[src/rtl/rf_pkg.sv]
// Shared definitions for the register-file writeback path:
// default widths and the result-source encoding.
package rf_pkg;
    localparam int AW_DEF = 4;
    localparam int DW_DEF = 8;

    typedef enum logic {
        SRC_MEM = 1'b0,
        SRC_ALU = 1'b1
    } src_e;
endpackage

[src/rtl/wb_fifo.sv]
// Writeback queue: in-order {addr,data} entries with per-slot valid
// bits so the owner can see which registers have writes in flight.
module wb_fifo
    import rf_pkg::*;
#(
    parameter int DEPTH = 4,
    parameter int AW    = AW_DEF,
    parameter int DW    = DW_DEF
) (
    input  logic                     clk,
    input  logic                     rst,
    input  logic                     i_push,
    input  logic [AW-1:0]            i_addr,
    input  logic [DW-1:0]            i_data,
    input  logic                     i_pop,
    output logic [AW-1:0]            o_addr,
    output logic [DW-1:0]            o_data,
    output logic                     o_full,
    output logic                     o_empty,
    output logic [$clog2(DEPTH):0]   o_count,
    output logic [DEPTH-1:0]         o_vld,
    output logic [DEPTH*AW-1:0]      o_qaddr
);
    localparam int PW = $clog2(DEPTH);
    localparam int CW = PW + 1;

    logic [AW-1:0]    r_addr [DEPTH];
    logic [DW-1:0]    r_data [DEPTH];
    logic [DEPTH-1:0] r_vld;
    logic [PW-1:0]    r_wptr;
    logic [PW-1:0]    r_rptr;
    logic [CW-1:0]    r_count;

    always_ff @(posedge clk) begin
        if (rst) begin
            r_wptr  <= '0;
            r_rptr  <= '0;
            r_count <= '0;
            r_vld   <= '0;
        end else begin
            if (i_push) begin
                r_addr[r_wptr] <= i_addr;
                r_data[r_wptr] <= i_data;
                r_wptr         <= r_wptr + 1'b1;
            end
            if (i_pop) begin
                r_rptr <= r_rptr + 1'b1;
            end
            // Full push+pop hits the same slot: the set must win.
            r_vld <= (r_vld
                      & ~(DEPTH'(i_pop) << r_rptr))
                      | (DEPTH'(i_push) << r_wptr);
            case ({i_push, i_pop})
                2'b10:   r_count <= r_count + 1'b1;
                2'b01:   r_count <= r_count - 1'b1;
                default: r_count <= r_count;
            endcase
        end
    end

    assign o_addr  = r_addr[r_rptr];
    assign o_data  = r_data[r_rptr];
    assign o_full  = (r_count == CW'(DEPTH));
    assign o_empty = (r_count == '0);
    assign o_count = r_count;
    assign o_vld   = r_vld;

    for (genvar g = 0; g < DEPTH; g++) begin : g_qa
        assign o_qaddr[g*AW +: AW] = r_addr[g];
    end
endmodule

[src/rtl/rf_writeback.sv]
// Round-robin merge of ALU and load results into one register-file
// write port, with a queue, registered write outputs and busy mask.
module rf_writeback
    import rf_pkg::*;
#(
    parameter int DEPTH = 4,
    parameter int AW    = AW_DEF,
    parameter int DW    = DW_DEF
) (
    input  logic                   clk,
    input  logic                   rst,
    input  logic                   alu_valid,
    output logic                   alu_ready,
    input  logic [AW-1:0]          alu_addr,
    input  logic [DW-1:0]          alu_data,
    input  logic                   mem_valid,
    output logic                   mem_ready,
    input  logic [AW-1:0]          mem_addr,
    input  logic [DW-1:0]          mem_data,
    input  logic                   wb_hold,
    output logic                   rf_we,
    output logic [AW-1:0]          rf_waddr,
    output logic [DW-1:0]          rf_wdata,
    output logic [2**AW-1:0]       pending_mask,
    output logic [$clog2(DEPTH):0] occupancy
);
    src_e              r_rr;
    logic              w_pop;
    logic              w_space;
    logic              w_acc_mem;
    logic              w_acc_alu;
    logic              w_push;
    logic [AW-1:0]     w_push_addr;
    logic [DW-1:0]     w_push_data;
    logic [AW-1:0]     w_head_addr;
    logic [DW-1:0]     w_head_data;
    logic              w_full;
    logic              w_empty;
    logic [DEPTH-1:0]  w_vld;
    logic [DEPTH*AW-1:0] w_qaddr;

    assign w_pop   = !w_empty && !wb_hold;
    assign w_space = !w_full || w_pop;

    assign mem_ready = !rst && w_space
                       && (!alu_valid || r_rr == SRC_MEM);
    assign alu_ready = !rst && w_space
                       && (!mem_valid || r_rr == SRC_ALU);

    assign w_acc_mem   = mem_valid && mem_ready;
    assign w_acc_alu   = alu_valid && alu_ready;
    assign w_push      = w_acc_mem || w_acc_alu;
    assign w_push_addr = w_acc_mem ? mem_addr : alu_addr;
    assign w_push_data = w_acc_mem ? mem_data : alu_data;

    wb_fifo #(
        .DEPTH (DEPTH),
        .AW    (AW),
        .DW    (DW)
    ) u_fifo (
        .clk     (clk),
        .rst     (rst),
        .i_push  (w_push),
        .i_addr  (w_push_addr),
        .i_data  (w_push_data),
        .i_pop   (w_pop),
        .o_addr  (w_head_addr),
        .o_data  (w_head_data),
        .o_full  (w_full),
        .o_empty (w_empty),
        .o_count (occupancy),
        .o_vld   (w_vld),
        .o_qaddr (w_qaddr)
    );

    always_ff @(posedge clk) begin
        if (rst) begin
            r_rr     <= SRC_MEM;
            rf_we    <= 1'b0;
            rf_waddr <= '0;
            rf_wdata <= '0;
        end else begin
            if (w_acc_mem) begin
                r_rr <= SRC_ALU;
            end else if (w_acc_alu) begin
                r_rr <= SRC_MEM;
            end
            rf_we <= w_pop;
            if (w_pop) begin
                rf_waddr <= w_head_addr;
                rf_wdata <= w_head_data;
            end
        end
    end

    always_comb begin
        pending_mask = '0;
        for (int i = 0; i < DEPTH; i++) begin
            if (w_vld[i]) begin
                pending_mask[w_qaddr[i*AW +: AW]] = 1'b1;
            end
        end
    end
endmodule

[config.mk]
export PLATFORM = sky130hd
export DESIGN_NAME = rf_writeback
export DESIGN_NICKNAME = d
export VERILOG_FILES = /design/src/rtl/rf_pkg.sv /design/src/rtl/wb_fifo.sv /design/src/rtl/rf_writeback.sv
export SDC_FILE = /design/constraint.sdc
export NUM_CORES = 1
export LEC_CHECK = 0
export CORE_MARGIN = 5
export CORE_UTILIZATION = 47
export CTS_CLUSTER_SIZE = 14
export DETAILED_ROUTE_END_ITERATION = 16
export GPL_ROUTABILITY_DRIVEN = 0
export PLACE_DENSITY = 0.78
export SLEW_MARGIN = 20
export SYNTH_ARGS = -nofsm -noshare
export SYNTH_HDL_FRONTEND = slang
export SYNTH_SLANG_ARGS = --single-unit
[constraint.sdc]
create_clock -name clk -period 2.1 [get_ports clk]
set_clock_uncertainty 0.2 [all_clocks]
set_input_delay 0.315 -clock clk [delete_from_list [all_inputs] [get_ports clk]]
set_output_delay 0.315 -clock clk [all_outputs]
set_load 0.02 [all_outputs]
==> impl_results.md <==
* Initial Util at 48.28%
* Clock Latency Late Sink at 0.34 ns
* Hold Fails Final Rpt at 0
* Register bit total from synthesis at 73
* Pins Over Slew Limit at 0
* Vias in the first global route at 2987
* Routed wire length at 9.596 mm
* H-tree Lvls at 3
* CP arrival at 1.71 ns
* Critical Path RT at 1.58 ns
* Leak at 0.001733 µW
* Residual DRC at 0
* Drt pass-1 iters at 5
* Antenna cell count at 0
* Fin cells at 485
* Largest stage delay on the critical path at 0.44 ns
* Number of routed nets with antenna violations at 0
* Yosys warning total at 0
* Wire per inst at 19.79 µm
* Period utilisation layout at 106.1%
* Headroom to the max-slew limit at 73.27%
* Area contributors post-synth: edfxtp_1 (41%), dfxtp_1 (14%), mux4_2 (7.7%)
* Post-synth top area share at 40.94%
* Syn nets at 308
* Asr flop ratio synth at 0%
* Area of the multi-input gates at 0.001683 mm²
* Share of cells above drive strength 1 at 37.56%
* Post-synth EDFFs at 48
* DR vias/cell at 6.056
* Most used DFF post-synth: edfxtp_1
* Overflow after GRT at 0
* Count leader, synth: edfxtp_1
* Period minus WS final at 2.228 ns
* Hold buffers post-CTS at 0
* Endpoints failing setup at 13
* I/O pin cnt at 63
* Max Cap Viol at 0
* Power Dens Cells at 1011 mW/mm²
* Post-synth top cells: edfxtp_1 (48), dfxtp_1 (25), a21oi_1 (17)
* Yosys top cell by area: edfxtp_1
* Area growth from synthesis to layout at 42.72%
* Failing checks: negative setup slack
* CTS tree: done
* Crit end category: output port
* Worst path cell trace: buf_6 > nand3b_1 > o221ai_1 > buf_4
* Seq. cell area at 0.001953 mm²
* Max clock buf depth at 2
* First-pass GRT wire length at 14.63 mm
* Mapped Cells at 273
* Buffers on Ports at 62
* FP Rows at 31
* Max rail drop VDD at 0.6000 mV
* Vias at 2937
* Chip Height at 96.55 µm
* Util after Layout at 68.91%
* Slowest cell on crit path: edfxtp_1
* Root Driver: clkbuf_8
* CP delay by family, top: flip-flops
* Fmax at 448.9 MHz
* DP HPWL at 6.187 mm
* GRT Overall Usage at 21.02%
* Worst-path clk slew at 0.08 ns
* Die X at 96.55 µm
* Post-synth design cell area at 0.003521 mm²
* Worst-Margin Slew at 0.3973 ns
* Initial antenna violation count at 0
* Cell variety after synth at 48
* Setup ws final at -0.1276 ns
* Pin count of the biggest net entering global routing at 22
* Inst Count DP at 461
* Setup Crit Path Kind: register to output port
* Inserted Clock Buffers at 9
* Fin nets at 416
* Crit path max fanout at 4
* Crit start category: register
* Average size of a mapped cell at 12.90 µm²
* RSZ-0062 raised after global routing: true
* Clk sinks at 73
* Hold Path Class: register to register
* WP buf/inv at 2
* Die Footprint at 0.009322 mm²
* Core ar. at 0.007292 mm²
* Iter 0 DRT Violations at 231
* # fillers at 526
* Sequential-to-total area share from yosys stat at 55.15%
* Place WS at -0.4716 ns
* Status: finished, violations left
## report_power, final
part / switching (µW) / total (µW) / internal, µW
clock: 531 / 1330 / 796
sequential: 128 / 1900 / 1770
combinational: 989 / 1860 / 866
## path summary, 6_finish.rpt
check | startpoint | endpoint | slack [ns] | cells after the start
min reg2reg | rf_waddr[3]$_SDFFE_PP0N_ | rf_waddr[3]$_SDFFE_PP0N_ | 0.27 | 2
max reg2reg | u_fifo.o_count[0]$_SDFFE_PP0P_ | u_fifo.o_count[2]$_SDFFE_PP0P_ | -0.05 | 9
min | rf_waddr[3]$_SDFFE_PP0N_ | rf_waddr[3]$_SDFFE_PP0N_ | 0.27 | 2
max | u_fifo.r_addr[3][3]$_DFFE_PP_ | pending_mask[5] | -0.13 | 4
## per-stage QoR
step	total power [µW]	hold WS, ns	setup TNS (ns)	cell area (µm²)
after floorplan	2949	0.2315	-0.09217	3550
after global placement	3626	0.2624	-16.83	4571
after detailed placement	3683	0.2670	-19.31	4571
after CTS	5041	0.2784	-0.1286	4861
after global routing	5341	0.3198	-1.802	5025
final	5082	0.2739	-0.5769	5025
## timing repair
action | 4_1_cts | 5_1_grt
buffers inserted | 6 | 2
pin swaps | 11 | 10
resized for setup | 111 | 38
setup endpoints to repair | 19 | 20
hold endpoints to repair | 0 | 0
## routing by layer
layer	up-vias	routed length, µm	GRT usage, %
li1	1314	-	-
met1	1427	3745	26.03
met2	162	4773	35.29
met3	34	756	5.500
met4	0	321	8.061
met5	-	0	0
## worst min-delay path: cells and delay by family (launching register included)
family         cells  cell delay, ns
AO/OA/AOI/OAI      2            0.12
flip-flops         1            0.31
## cell type report
cell class | count | share of cell area (%)
Timing Repair Buffer | 108 | 19.60
Clock buffer | 10 | 2.540
Clock inverter | 6 | 2.291
Sequential cell | 73 | 38.87
Multi-Input combinational cell | 179 | 33.49
Tap cell | 99 | 2.465
Inverter | 10 | 0.7470
## layout by cell type (no fill, tap or decap), drive strengths merged, types with 4 or more instances in the layout
master / instances
o221ai: 16
mux4: 12
edfxtp: 48
buf: 62
and3b: 4
ha: 5
nand3b: 4
a21oi: 17
nand2: 8
nor2: 7
dfxtp: 25
clkbuf: 12
nand2b: 4
a32oi: 4
a22oi: 12
mux2: 12
inv: 11
nand3: 14
and2: 5
o21ai: 15
clkdlybuf4s50: 43
nor2b: 4
## registers in the layout (all words and copies together), names as in the netlist
name            count
u_fifo.r_wptr       2
rf_waddr            4
u_fifo.r_data      32
rf_we               1
rf_wdata            8
u_fifo.o_vld        4
u_fifo.r_addr      16
r_rr                1
u_fifo.r_rptr       2
u_fifo.o_count      3
## logic make-up after synthesis
logic type	synth area share (%)
buffers and inverters	2.736
AO/OA/AOI/OAI	14.53
flip-flops	55.15
XOR/XNOR	0.4976
adder cells (fa/ha/maj)	2.345
AND/OR/NAND/NOR	13.22
multiplexers	11.51
(Power assumes the default switching activity.)
